[config.mk]
export PLATFORM = sky130hd
export DESIGN_NAME = sb_issue_ctrl
export DESIGN_NICKNAME = d
export VERILOG_FILES = /design/src/rtl/sb_pkg.sv /design/src/rtl/sb_busy_table.sv /design/src/rtl/sb_issue_ctrl.sv
export SDC_FILE = /design/constraint.sdc
export NUM_CORES = 1
export LEC_CHECK = 0
export BUFFER_PORTS_ARGS = -buffer_cell sky130_fd_sc_hd__buf_2
export CAP_MARGIN = 20
export CORE_MARGIN = 8
export CORE_UTILIZATION = 48
export DETAILED_ROUTE_END_ITERATION = 10
export PLACE_DENSITY = 0.78
export SKIP_CTS_REPAIR_TIMING = 1
export SLEW_MARGIN = 10
export SYNTH_ARGS = -nofsm -noshare
export SYNTH_HDL_FRONTEND = slang
export SYNTH_HIERARCHICAL = 1
export SYNTH_SLANG_ARGS = --single-unit
[constraint.sdc]
create_clock -name i_clk -period 3.9 [get_ports i_clk]
set_input_delay 0.195 -clock i_clk [delete_from_list [all_inputs] [get_ports i_clk]]
set_output_delay 0.195 -clock i_clk [all_outputs]
set_load 0.01 [all_outputs]
[src/rtl/sb_pkg.sv]
// -----------------------------------------------------------------------------
// sb_pkg
// Shared types and constants for the single-issue scoreboard controller.
//   reg_idx_t   : architectural register index (x0..x31)
//   fu_id_t     : functional-unit id
//   issue_pkt_t : fields carried from decode to the issue register
// -----------------------------------------------------------------------------
package sb_pkg;

   localparam int NUM_REGS  = 32;
   localparam int REG_W     = 5;
   localparam int SB_NUM_FU = 4;
   localparam int SB_FU_W   = 2;

   localparam logic [REG_W-1:0] REG_X0 = '0;

   typedef logic [REG_W-1:0]   reg_idx_t;
   typedef logic [SB_FU_W-1:0] fu_id_t;

   typedef struct packed {
      fu_id_t      fu;
      reg_idx_t    rs1;
      reg_idx_t    rs2;
      reg_idx_t    rd;
      logic        wr_rd;
      logic [31:0] imm;
   } issue_pkt_t;

endpackage : sb_pkg

[src/rtl/sb_busy_table.sv]
// -----------------------------------------------------------------------------
// sb_busy_table
// Busy bitmap with one set port and NUM_WB clear (writeback) ports.
// The clears are applied combinationally first, giving o_eff_busy, so that a
// consumer checking hazards sees a resource as free in the same cycle it
// completes. The set is applied on top of that, so set beats clear when both
// name the same entry. Indices >= ENTRIES are ignored on both ports.
//
// Ports:
//   i_clk, i_rst_n   clock, synchronous active-low reset (clears all entries)
//   i_set_valid      mark entry i_set_idx busy at the next edge
//   i_set_idx        entry to mark busy
//   i_clr_valid      one bit per writeback port
//   i_clr_idx        packed entry index per writeback port
//   o_busy           registered busy bitmap
//   o_eff_busy       busy bitmap with this cycle's clears already applied
// -----------------------------------------------------------------------------
module sb_busy_table #(
   parameter int ENTRIES = 32,
   parameter int NUM_WB  = 2,
   parameter int IDX_W   = 5
) (
   input  logic                    i_clk,
   input  logic                    i_rst_n,
   input  logic                    i_set_valid,
   input  logic [IDX_W-1:0]        i_set_idx,
   input  logic [NUM_WB-1:0]       i_clr_valid,
   input  logic [NUM_WB*IDX_W-1:0] i_clr_idx,
   output logic [ENTRIES-1:0]      o_busy,
   output logic [ENTRIES-1:0]      o_eff_busy
);

   logic [ENTRIES-1:0] busy_q;
   logic [ENTRIES-1:0] busy_d;
   logic [ENTRIES-1:0] eff_busy;

   always_comb begin
      eff_busy = busy_q;
      // Several ports naming the same entry simply clear it once.
      for (int p = 0; p < NUM_WB; p++) begin
         for (int e = 0; e < ENTRIES; e++) begin
            if (i_clr_valid[p] && (i_clr_idx[p*IDX_W +: IDX_W] == IDX_W'(e))) begin
               eff_busy[e] = 1'b0;
            end
         end
      end

      busy_d = eff_busy;
      for (int e = 0; e < ENTRIES; e++) begin
         if (i_set_valid && (i_set_idx == IDX_W'(e))) begin
            busy_d[e] = 1'b1;
         end
      end
   end

   always_ff @(posedge i_clk) begin
      if (!i_rst_n) begin
         busy_q <= '0;
      end else begin
         busy_q <= busy_d;
      end
   end

   assign o_busy     = busy_q;
   assign o_eff_busy = eff_busy;

endmodule : sb_busy_table

[src/rtl/sb_issue_ctrl.sv]
// -----------------------------------------------------------------------------
// sb_issue_ctrl
// Single-issue scoreboard controller. Accepts one decoded instruction per
// cycle, stalls it on RAW / WAW / structural hazards against the register and
// FU busy tables, and issues it one cycle after acceptance. Writebacks free
// registers and FUs and bypass into the same-cycle hazard check.
//
// Ports:
//   i_clk, i_rst_n          clock, synchronous active-low reset
//   i_dec_*                 decoded instruction offered by decode
//   o_dec_ready             combinational accept (independent of i_dec_valid)
//   i_flush                 kill the instruction currently offered
//   o_iss_*                 registered issue pulse and payload (payload holds
//                           its last value between issues)
//   i_wb_*                  NUM_WB packed writeback/completion ports
//   o_reg_busy, o_fu_busy   busy bitmaps
//   o_stall_cnt             saturating count of hazard-stalled cycles
//
// The issue packet struct is sized by the package FU width, so FU_W is
// expected to match sb_pkg::SB_FU_W.
// -----------------------------------------------------------------------------
module sb_issue_ctrl
   import sb_pkg::*;
#(
   parameter int NUM_FU = SB_NUM_FU,
   parameter int FU_W   = SB_FU_W,
   parameter int NUM_WB = 2,
   parameter int CNT_W  = 32
) (
   input  logic                 i_clk,
   input  logic                 i_rst_n,

   input  logic                 i_dec_valid,
   output logic                 o_dec_ready,
   input  logic [4:0]           i_dec_rs1,
   input  logic [4:0]           i_dec_rs2,
   input  logic [4:0]           i_dec_rd,
   input  logic                 i_dec_use_rs1,
   input  logic                 i_dec_use_rs2,
   input  logic                 i_dec_wr_rd,
   input  logic [FU_W-1:0]      i_dec_fu,
   input  logic [31:0]          i_dec_imm,
   input  logic                 i_flush,

   output logic                 o_iss_valid,
   output logic [FU_W-1:0]      o_iss_fu,
   output logic [4:0]           o_iss_rs1,
   output logic [4:0]           o_iss_rs2,
   output logic [4:0]           o_iss_rd,
   output logic                 o_iss_wr_rd,
   output logic [31:0]          o_iss_imm,

   input  logic [NUM_WB-1:0]      i_wb_valid,
   input  logic [NUM_WB*FU_W-1:0] i_wb_fu,
   input  logic [NUM_WB*5-1:0]    i_wb_rd,
   input  logic [NUM_WB-1:0]      i_wb_wr_rd,

   output logic [31:0]          o_reg_busy,
   output logic [NUM_FU-1:0]    o_fu_busy,
   output logic [CNT_W-1:0]     o_stall_cnt
);

   function automatic logic [CNT_W-1:0] sat_inc(input logic [CNT_W-1:0] v);
      return (&v) ? v : v + CNT_W'(1);
   endfunction

   logic [NUM_REGS-1:0] reg_busy;
   logic [NUM_REGS-1:0] eff_reg_busy;
   logic [NUM_FU-1:0]   fu_busy;
   logic [NUM_FU-1:0]   eff_fu_busy;
   logic [NUM_WB-1:0]   reg_clr_valid;

   logic raw_haz;
   logic waw_haz;
   logic struct_haz;
   logic dec_ready;
   logic accept;
   logic reg_set;

   issue_pkt_t         dec_pkt;
   issue_pkt_t         iss_pkt_q;
   issue_pkt_t         iss_pkt_d;
   logic               iss_valid_q;
   logic               iss_valid_d;
   logic [CNT_W-1:0]   stall_cnt_q;
   logic [CNT_W-1:0]   stall_cnt_d;

   // Only completions that actually write a register free one.
   assign reg_clr_valid = i_wb_valid & i_wb_wr_rd;

   sb_busy_table #(
      .ENTRIES (NUM_REGS),
      .NUM_WB  (NUM_WB),
      .IDX_W   (REG_W)
   ) u_reg_table (
      .i_clk       (i_clk),
      .i_rst_n     (i_rst_n),
      .i_set_valid (reg_set),
      .i_set_idx   (i_dec_rd),
      .i_clr_valid (reg_clr_valid),
      .i_clr_idx   (i_wb_rd),
      .o_busy      (reg_busy),
      .o_eff_busy  (eff_reg_busy)
   );

   sb_busy_table #(
      .ENTRIES (NUM_FU),
      .NUM_WB  (NUM_WB),
      .IDX_W   (FU_W)
   ) u_fu_table (
      .i_clk       (i_clk),
      .i_rst_n     (i_rst_n),
      .i_set_valid (accept),
      .i_set_idx   (i_dec_fu),
      .i_clr_valid (i_wb_valid),
      .i_clr_idx   (i_wb_fu),
      .o_busy      (fu_busy),
      .o_eff_busy  (eff_fu_busy)
   );

   // Hazard check against the bypassed (post-writeback) view of the tables.
   always_comb begin
      raw_haz = (i_dec_use_rs1 && (i_dec_rs1 != REG_X0) && eff_reg_busy[i_dec_rs1]) ||
                (i_dec_use_rs2 && (i_dec_rs2 != REG_X0) && eff_reg_busy[i_dec_rs2]);
      waw_haz = i_dec_wr_rd && (i_dec_rd != REG_X0) && eff_reg_busy[i_dec_rd];

      // An id with no matching FU keeps struct_haz set, so it can never issue.
      struct_haz = 1'b1;
      for (int e = 0; e < NUM_FU; e++) begin
         if (i_dec_fu == FU_W'(e)) begin
            struct_haz = eff_fu_busy[e];
         end
      end

      dec_ready = !(raw_haz || waw_haz || struct_haz) && !i_flush;
   end

   assign accept  = i_dec_valid && dec_ready;
   assign reg_set = accept && i_dec_wr_rd && (i_dec_rd != REG_X0);

   always_comb begin
      dec_pkt       = '0;
      dec_pkt.fu    = i_dec_fu;
      dec_pkt.rs1   = i_dec_rs1;
      dec_pkt.rs2   = i_dec_rs2;
      dec_pkt.rd    = i_dec_rd;
      dec_pkt.wr_rd = i_dec_wr_rd;
      dec_pkt.imm   = i_dec_imm;

      iss_valid_d = accept;
      iss_pkt_d   = accept ? dec_pkt : iss_pkt_q;

      // A flushed offer is not a hazard stall and is not counted.
      stall_cnt_d = stall_cnt_q;
      if (i_dec_valid && !dec_ready && !i_flush) begin
         stall_cnt_d = sat_inc(stall_cnt_q);
      end
   end

   // ---- issue register: decode -> FU, one cycle ----
   always_ff @(posedge i_clk) begin
      if (!i_rst_n) begin
         iss_valid_q <= 1'b0;
         iss_pkt_q   <= '0;
         stall_cnt_q <= '0;
      end else begin
         iss_valid_q <= iss_valid_d;
         iss_pkt_q   <= iss_pkt_d;
         stall_cnt_q <= stall_cnt_d;
      end
   end

   assign o_dec_ready = dec_ready;
   assign o_iss_valid = iss_valid_q;
   assign o_iss_fu    = iss_pkt_q.fu;
   assign o_iss_rs1   = iss_pkt_q.rs1;
   assign o_iss_rs2   = iss_pkt_q.rs2;
   assign o_iss_rd    = iss_pkt_q.rd;
   assign o_iss_wr_rd = iss_pkt_q.wr_rd;
   assign o_iss_imm   = iss_pkt_q.imm;
   assign o_reg_busy  = reg_busy;
   assign o_fu_busy   = fu_busy;
   assign o_stall_cnt = stall_cnt_q;

endmodule : sb_issue_ctrl

==> flow_metrics.env, run 1 <==
export IMPL_status="completed"
export IMPL_first_pass_iters=7
export IMPL_htree_levels=4
export IMPL_hpwl_um=15700
export IMPL_place_area_um2=7700
export IMPL_peakVddDrop_uv=288
export IMPL_p_seq_share_pct=40.0
export IMPL_yosysSeqAreaShare_pct=35.7
export IMPL_finalWirelength_um=22500
export IMPL_yosysWarnings=6
export IMPL_syn_nets=870
export IMPL_mappedNetlistArea_um2=6680
export IMPL_syn_area_per_cell_um2=8.40
export IMPL_areaGrowthSynthToFinish_pct=24.0
export IMPL_p_leak_nw=3.28
export IMPL_relSlewSlack_pct=45.1
export IMPL_synth_compound_area_share_pct=22.3
export IMPL_ys_ff_latch=119
export IMPL_hold_viol=0
export IMPL_routedWlPerCell_um=19.5
export IMPL_worst_pin_slew_ps=823
export IMPL_nNetsFinal=1033
export IMPL_clk_path_buf_depth=2
export IMPL_comb_power_share_pct=11.8
export IMPL_post_place_ws_ps=36.3
export IMPL_synth_largest_area_cell="dfxtp_1"
export IMPL_core_area_um2=13700
export IMPL_p_clk_share_pct=48.2
export IMPL_numPortBuffers=193
export IMPL_reg2reg_from="u_reg_table/o_busy[2]"
export IMPL_reg2reg_slack_ps=770
export IMPL_muxShareOfSynthArea_pct=10.2
export IMPL_setup_slack_ps=207
export IMPL_layout_common_cells="buf_2, dfxtp_1, nand3_1, a21oi_1"
export IMPL_root_buffer="clkbuf_16"
export IMPL_numClockSinks=119
export IMPL_drive_gt1_share_pct=28.2
export IMPL_yosysUniqueCellTypes=59
export IMPL_synthAdderAreaFrac_pct=0.187
export IMPL_intPower_mw=2.33
export IMPL_setup_viol=0
export IMPL_place_congestion=0.992
export IMPL_ant_nets=0
export IMPL_ys_async_sr_fraction_pct=0
export IMPL_worstPathCellList="buf_2 > and2_1 > or4b_4 > o22ai_2 > nor2_1 > mux4_1 > mux2_2 > a2111oi_1 > or4_1 > nand4_1 > buf_6 > nor2_1 > buf_2"
export IMPL_grt_remaining_overflow=0
export IMPL_yosys_area_share_xor_xnor_pct=0
export IMPL_pin_count=194
export IMPL_die_h_um=134
export IMPL_powerDensity_nw_per_um2=377
export IMPL_synthesis_instances=795
export IMPL_grt_pass1_vias=6757
export IMPL_drv_cap=0
export IMPL_grt_use_total_pct=24.1
export IMPL_clkSlewWorstSetupHoldPaths_ps=50
export IMPL_ys_top_cells_by_area="dfxtp_1, nand3_1, a21oi_1"
export IMPL_r2r_end="u_reg_table/o_busy[21]"
export IMPL_synth_edff_count=0
export IMPL_worst_path_max_fanout=57
export IMPL_fin_worst_skew_ps=13.4
export IMPL_fin_area_um2=8280
export IMPL_grt_pass1_wl_um=35100
export IMPL_drcViolationCount=0
export IMPL_cp_startpoint="i_wb_valid[1]"
export IMPL_drt_iter0_drc=837
export IMPL_fin_crit_sh_pct=94.7
export IMPL_hp_class="in2reg"
export IMPL_cp_slowest_cell="or4b_4"
export IMPL_fin_crit_ps=3690
export IMPL_rows=43
export IMPL_crit_path_start_kind="primary input"
export IMPL_synth_top_cell_area_share_pct=35.7
export IMPL_cp_num_buf_inv=3
export IMPL_worstPathArrival_ps=3500
export IMPL_ys_flop_type="dfxtp_1"
export IMPL_rr_worst_depth=12
export IMPL_worst_path_stages=13
export IMPL_grt_max_degree=75
export IMPL_switching_share_pct=25.4
export IMPL_worstSetupEndpointType="output pin"
export IMPL_crit_end="o_dec_ready"
export IMPL_utilization_pct=60.4
export IMPL_clock_fmax_mhz=271
export IMPL_synth_top_family_by_area="simple AND/OR/NAND/NOR gates"
export IMPL_cts_buffers=17
export IMPL_path_delay_family="simple AND/OR/NAND/NOR gates"
export IMPL_die_area_um2=17900
export IMPL_critPathMaxStageDelay_ps=510
export IMPL_finalMaxSlewViolations=0
export IMPL_required_ps=3700
export IMPL_start_util_pct=48.7
export IMPL_vias=7188
export IMPL_critPathKind="in2out"
export IMPL_power_net_switching_uw=794
export IMPL_mostFrequentLayoutCell="buf_2"
export IMPL_routed_via_density=6.23
export IMPL_cts_tree="done"
export IMPL_clkLatencyLatePin_ps=410
export IMPL_dieWidth_um=134
export IMPL_antenna_found_initial=2
export IMPL_yosys_area_share_simple_pct=24.6
how the worst min path moves through the flow:
| stage | from | end | slack (ps) | depth (start not counted) |
|---|---|---|---|---|
| 3_5_place_dp | i_dec_imm[9] | o_iss_imm[9] | 450 | 3 |
| 2_1_floorplan | i_rst_n | u_fu_table/o_busy[0] | 340 | 2 |
| 4_1_cts | i_dec_imm[9] | o_iss_imm[9] | 10 | 3 |
| 3_3_place_gp | i_dec_imm[3] | o_iss_imm[3] | 450 | 3 |
| 6_report | i_dec_imm[9] | o_iss_imm[9] | 30 | 3 |
| 5_1_grt | i_dec_imm[27] | o_iss_imm[27] | 20 | 3 |
layer usage:
metal | vias to the layer above | part of all wire (%) | global-route usage, %
met5 | - | 0 | 0
met2 | 428 | 47 | 38.1
met4 | 0 | 3.7 | 12.0
met1 | 3328 | 39 | 29.2
met3 | 73 | 10 | 7.18
li1 | 3359 | - | -
power groups by stage:
stage,Combinational (mW),Sequential [mW],Clock [mW]
after detailed placement,0.362,1.28,0
after CTS,0.363,1.25,1.53
after global routing,0.399,1.25,1.59
after floorplan,0.221,1.29,0
after global placement,0.360,1.28,0
final,0.369,1.25,1.50
synth_stat cells (12+ instances only):
master	count
a21oi_1	74
buf_2	14
clkbuf_1	39
dfxtp_1	119
inv_1	34
mux2i_1	26
nand2_1	55
nand2b_1	12
nand3_1	75
nor2_1	37
o21ai_0	55
o22ai_1	46
o31ai_1	21
or4_1	24
logic make-up after synthesis:
logic type      Yosys count
compound gates          237
flops                   119
mux                      46
simple gates            291
buf+inv                 101
fa+ha+maj                 1
sequential cells by signal (all words and copies together), names as in the netlist:
register and cells:
o_iss_imm 32, o_stall_cnt 32, u_reg_table/o_busy 32, o_iss_rd 5, o_iss_rs1 5, o_iss_rs2 5
u_fu_table/o_busy 4, o_iss_fu 2, o_iss_valid 1, o_iss_wr_rd 1
through the flow:
stage	instances	TNS (ps)	power [mW]	hold WS (ps)
floorplan	795	0	1.51	341
global placement	1119	0	1.64	447
detailed placement	1119	0	1.64	454
CTS	1151	0	3.15	14.4
global route	1153	-36.9	3.24	24.0
finish	1153	0	3.12	31.9
cell type report:
| cell class | count | area (um2) |
|---|---|---|
| fillers | 1265 | 5440 |
| multi-input cells | 575 | 3850 |
| flip-flops and latches | 119 | 2380 |
| repair buffers | 210 | 1120 |
| clock buffers | 24 | 472 |
| well taps | 180 | 225 |
| inverters | 35 | 131 |
| clock inverters | 8 | 97.6 |
| diodes | 2 | 5.00 |
worst min-delay path, stage by stage:
cell and delay [ps]:
buf_2 90, nand3_1 50, a21oi_1 50
Note: power is estimated with default switching activity, not from simulation.
==> inputs of run 2 (changes only) <==
--- a/config.mk
+++ b/config.mk
@@ -11,6 +11,7 @@
 export CORE_UTILIZATION = 48
 export DETAILED_ROUTE_END_ITERATION = 10
 export PLACE_DENSITY = 0.78
+export RECOVER_POWER = 100
 export SKIP_CTS_REPAIR_TIMING = 1
 export SLEW_MARGIN = 10
 export SYNTH_ARGS = -nofsm -noshare
==> flow_metrics.env, run 2 (synthesized netlist as in run 1, its figures left out) <==
export IMPL_status="completed"
export IMPL_drt_iter0_drc=857
export IMPL_grt_pass1_wl_um=35100
export IMPL_die_h_um=134
export IMPL_mostFrequentLayoutCell="clkbuf_1"
export IMPL_setup_viol=0
export IMPL_start_util_pct=48.7
export IMPL_clk_path_buf_depth=2
export IMPL_clock_fmax_mhz=271
export IMPL_htree_levels=4
export IMPL_grt_pass1_vias=6757
export IMPL_required_ps=3700
export IMPL_drv_cap=0
export IMPL_worst_pin_slew_ps=819
export IMPL_p_leak_nw=2.76
export IMPL_fillers=1323
export IMPL_areaGrowthSynthToFinish_pct=21.8
export IMPL_grt_max_degree=75
export IMPL_worstPathCellList="buf_2 > and2_1 > or4b_4 > o22ai_2 > nor2_1 > mux4_1 > mux2_2 > a2111oi_1 > or4_1 > nand4_1 > buf_6 > nor2_1 > buf_2"
export IMPL_worst_path_max_fanout=57
export IMPL_antenna_found_initial=2
export IMPL_nNetsFinal=1033
export IMPL_grt_remaining_overflow=0
export IMPL_peakVddDrop_uv=287
export IMPL_routedWlPerCell_um=19.5
export IMPL_fin_worst_skew_ps=11.9
export IMPL_post_place_ws_ps=36.3
export IMPL_worstPathArrival_ps=3500
export IMPL_finalWirelength_um=22500
export IMPL_cp_num_buf_inv=3
export IMPL_crit_path_start_kind="primary input"
export IMPL_drcViolationCount=0
export IMPL_power_mw=3.12
export IMPL_relSlewSlack_pct=45.4
export IMPL_clkLatencyLatePin_ps=410
export IMPL_ant_nets=0
export IMPL_hp_class="in2reg"
export IMPL_cts_buffers=17
export IMPL_numClockSinks=119
export IMPL_numPortBuffers=193
export IMPL_timing_hold_ws_ps=32.2
export IMPL_clkSlewWorstSetupHoldPaths_ps=50
export IMPL_drive_gt1_share_pct=16.0
export IMPL_vias=7226
export IMPL_place_congestion=0.992
export IMPL_critPathKind="in2out"
export IMPL_core_area_um2=13700
export IMPL_layout_common_cells="clkbuf_1, dfxtp_1, nand3_1, a21oi_1, buf_2"
export IMPL_fin_crit_sh_pct=94.8
export IMPL_fin_crit_ps=3700
export IMPL_powerDensity_nw_per_um2=383
export IMPL_routed_via_density=6.27
export IMPL_cp_slowest_cell="or4b_4"
export IMPL_path_delay_family="simple AND/OR/NAND/NOR gates"
export IMPL_cts_tree="done"
export IMPL_root_buffer="clkbuf_16"
export IMPL_grt_use_total_pct=24.1
export IMPL_pin_count=194
export IMPL_die_area_um2=17900
export IMPL_dieWidth_um=134
export IMPL_worstSetupEndpointType="output pin"
export IMPL_setup_slack_ps=204
export IMPL_hold_viol=0
export IMPL_rows=43
export IMPL_critPathMaxStageDelay_ps=510
export IMPL_hpwl_um=15700
export IMPL_first_pass_iters=6
export IMPL_finalMaxSlewViolations=0
[run 2: worst paths after layout]
check | slack, ps | start | end | cells past startpoint
min | 30 | i_dec_imm[9] | o_iss_imm[9] | 3
max | 200 | i_wb_valid[1] | o_dec_ready | 13
max reg2reg | 760 | u_reg_table/o_busy[2] | u_reg_table/o_busy[21] | 12
min reg2reg | 470 | o_iss_fu[1] | o_iss_fu[1] | 2
[run 2: layout make-up]
cell class | instances | area, um2 | area share, %
Sequential cell | 119 | 2380 | 29.3
Clock buffer | 24 | 472 | 5.80
Multi-Input combinational cell | 575 | 3850 | 47.3
Clock inverter | 8 | 97.6 | 1.20
Antenna cell | 2 | 5.00 | 0.0615
Inverter | 35 | 131 | 1.62
Tap cell | 180 | 225 | 2.77
Timing Repair Buffer | 210 | 973 | 12.0
[run 2: tightest hold or removal path: cells and delay by family]
family / cells / cell delay, ps
buffers and inverters: 1 / 90
AND/OR/NAND/NOR: 1 / 50
AO/OA/AOI/OAI: 1 / 50
[run 2: stage by stage]
stage          utilization [%]  instance area [um2]  TNS (ps)  cells
2_1_floorplan                -                 6680         0    795
4_1_cts                   60.2                 8270         0   1151
3_5_place_dp              56.1                 7700         0   1119
3_3_place_gp              56.1                 7700         0   1119
5_1_grt                   59.3                 8130     -36.9   1153
6_report                  59.3                 8130         0   1153
[run 2: routing by layer]
metal | global-route usage, % | vias up | part of all wire, %
li1 | - | 3359 | -
met1 | 29.2 | 3337 | 40
met2 | 38.1 | 452 | 47
met3 | 7.18 | 78 | 9.8
met4 | 12.0 | 0 | 3.9
met5 | 0 | - | 0
[run 2: power by group]
part | total, mW | internal, mW | switching [mW]
Combinational | 0.363 | 0.115 | 0.249
Clock | 1.50 | 0.969 | 0.532
Sequential | 1.25 | 1.24 | 0.0113
==> inputs of run 3 (changes only) <==
--- a/config.mk
+++ b/config.mk
@@ -7,10 +7,12 @@
 export LEC_CHECK = 0
 export BUFFER_PORTS_ARGS = -buffer_cell sky130_fd_sc_hd__buf_2
 export CAP_MARGIN = 20
+export CELL_PAD_IN_SITES_DETAIL_PLACEMENT = 1
+export CELL_PAD_IN_SITES_GLOBAL_PLACEMENT = 2
 export CORE_MARGIN = 8
-export CORE_UTILIZATION = 48
+export CORE_UTILIZATION = 27
 export DETAILED_ROUTE_END_ITERATION = 10
-export PLACE_DENSITY = 0.78
+export PLACE_DENSITY_LB_ADDON = 0.1
 export RECOVER_POWER = 100
 export SKIP_CTS_REPAIR_TIMING = 1
 export SLEW_MARGIN = 10
==> flow_metrics.env, run 3 (synthesized netlist as in run 1, its figures left out) <==
export IMPL_layout_cells_non_filler=1298
export IMPL_fin_crit_sh_pct=95.8
export IMPL_clkLatencyLatePin_ps=430
export IMPL_critPathMaxStageDelay_ps=520
export IMPL_grt_use_total_pct=17.9
export IMPL_antenna_found_initial=0
export IMPL_setup_viol=0
export IMPL_fin_worst_skew_ps=11.5
export IMPL_path_delay_family="simple AND/OR/NAND/NOR gates"
export IMPL_rsz0062_at_grt="false"
export IMPL_place_congestion=0.860
export IMPL_p_seq_share_pct=37.7
export IMPL_peakVddDrop_uv=193
export IMPL_utilization_pct=34.4
export IMPL_p_leak_nw=2.80
export IMPL_ff_latch_area_um2=2380
export IMPL_timing_hold_ws_ps=16.4
export IMPL_drt_iter0_drc=327
export IMPL_ant_nets=0
export IMPL_worstPathCellList="buf_2 > and2_1 > or4b_4 > o22ai_2 > nor2_1 > mux4_1 > mux2_2 > a2111oi_2 > or4_1 > nand4_1 > buf_6 > nor2_1 > clkbuf_1"
export IMPL_drv_cap=0
export IMPL_die_area_um2=30000
export IMPL_fillers=3009
export IMPL_place_area_um2=7910
export IMPL_drcViolationCount=0
export IMPL_routedWlPerCell_um=21.3
export IMPL_grt_use_met1_pct=23.7
export IMPL_htree_levels=4
export IMPL_cp_slowest_cell="or4b_4"
export IMPL_grt_util_met3_pct=3.77
export IMPL_p_clk_share_pct=50.8
export IMPL_setup_slack_ps=164
export IMPL_post_place_ws_ps=-262
export IMPL_clk_path_buf_depth=2
export IMPL_fin_crit_ps=3740
export IMPL_cts_buffers=17
export IMPL_grt_busiest_layer="met2"
export IMPL_finalWirelength_um=27700
export IMPL_switching_share_pct=28.4
export IMPL_relSlewSlack_pct=48.2
export IMPL_critPathKind="in2out"
export IMPL_finalMaxSlewViolations=0
export IMPL_grt_pass1_wl_um=42700
export IMPL_worstPathArrival_ps=3540
export IMPL_mostFrequentLayoutCell="clkbuf_1"
export IMPL_layout_common_cells="clkbuf_1, dfxtp_1, nand3_1, a21oi_1, buf_2"
export IMPL_multiInputGateArea_um2=3830
export IMPL_fin_area_um2=8360
export IMPL_core_area_um2=24300
export IMPL_grtUsageMet2_pct=28.2
export IMPL_pin_count=194
export IMPL_root_buffer="clkbuf_16"
export IMPL_required_ps=3700
export IMPL_status="completed"
export IMPL_grt_max_degree=58
export IMPL_critPathMostFrequentCell="nor2_1"
export IMPL_hold_viol=0
export IMPL_numClockSinks=119
export IMPL_dieWidth_um=173
export IMPL_cts_tree="done"
export IMPL_power_net_switching_uw=944
export IMPL_nNetsFinal=1036
export IMPL_hp_class="in2reg"
export IMPL_tns_ps=0
export IMPL_first_pass_iters=4
export IMPL_comb_power_share_pct=11.5
export IMPL_numPortBuffers=193
export IMPL_rows=57
export IMPL_routed_via_density=5.34
export IMPL_start_util_pct=27.5
export IMPL_intPower_mw=2.38
export IMPL_drive_gt1_share_pct=16.2
export IMPL_hpwl_um=20100
export IMPL_dp_cells=1266
export IMPL_cp_num_buf_inv=3
export IMPL_grt_pass1_vias=7108
export IMPL_areaGrowthSynthToFinish_pct=25.2
export IMPL_vias=6932
export IMPL_worstSetupEndpointType="output pin"
export IMPL_die_h_um=173
export IMPL_worst_pin_slew_ps=775
export IMPL_power_mw=3.32
export IMPL_clock_fmax_mhz=268
export IMPL_powerDensity_nw_per_um2=397
export IMPL_worst_path_max_fanout=57
export IMPL_clkSlewWorstSetupHoldPaths_ps=70
export IMPL_crit_path_start_kind="primary input"
export IMPL_grt_remaining_overflow=0
export IMPL_diodes=0
-- run 3: layer usage --
metal  up-vias  share of wire (%)
met5         -                  0
met4         0                2.1
met3        31                3.6
met2       159                 46
met1      3376                 48
li1       3366                  -
-- run 3: cell type report --
type / count / area share [%]
Timing Repair Buffer: 213 / 11.9
Clock buffer: 17 / 5.09
Multi-Input combinational cell: 575 / 45.9
Inverter: 35 / 1.57
Clock inverter: 15 / 2.27
Tap cell: 324 / 4.85
Sequential cell: 119 / 28.5
-- run 3: final timing paths --
check | slack (ps) | startpoint | end | depth (start not counted)
hold reg to reg | 470 | o_iss_imm[20] | o_iss_imm[20] | 2
setup reg to reg | 560 | u_reg_table/o_busy[0] | o_stall_cnt[7] | 10
hold / removal | 20 | i_dec_imm[20] | o_iss_imm[20] | 3
setup / recovery | 160 | i_wb_valid[1] | o_dec_ready | 13
-- run 3: power by group through the flow --
| stage | clock, mW | sequential, mW | combinational, mW |
|---|---|---|---|
| global route | 1.79 | 1.25 | 0.420 |
| floorplan | 0 | 1.29 | 0.221 |
| global placement | 0 | 1.28 | 0.397 |
| finish | 1.69 | 1.25 | 0.382 |
| detailed placement | 0 | 1.28 | 0.396 |
| CTS | 1.74 | 1.25 | 0.397 |
-- run 3: tightest hold or removal path: cells and delay by family --
| family | cells | cell delay, ps |
|---|---|---|
| buffers and inverters | 1 | 90 |
| AOI/OAI and AO/OA | 1 | 50 |
| and+or+nand+nor | 1 | 60 |
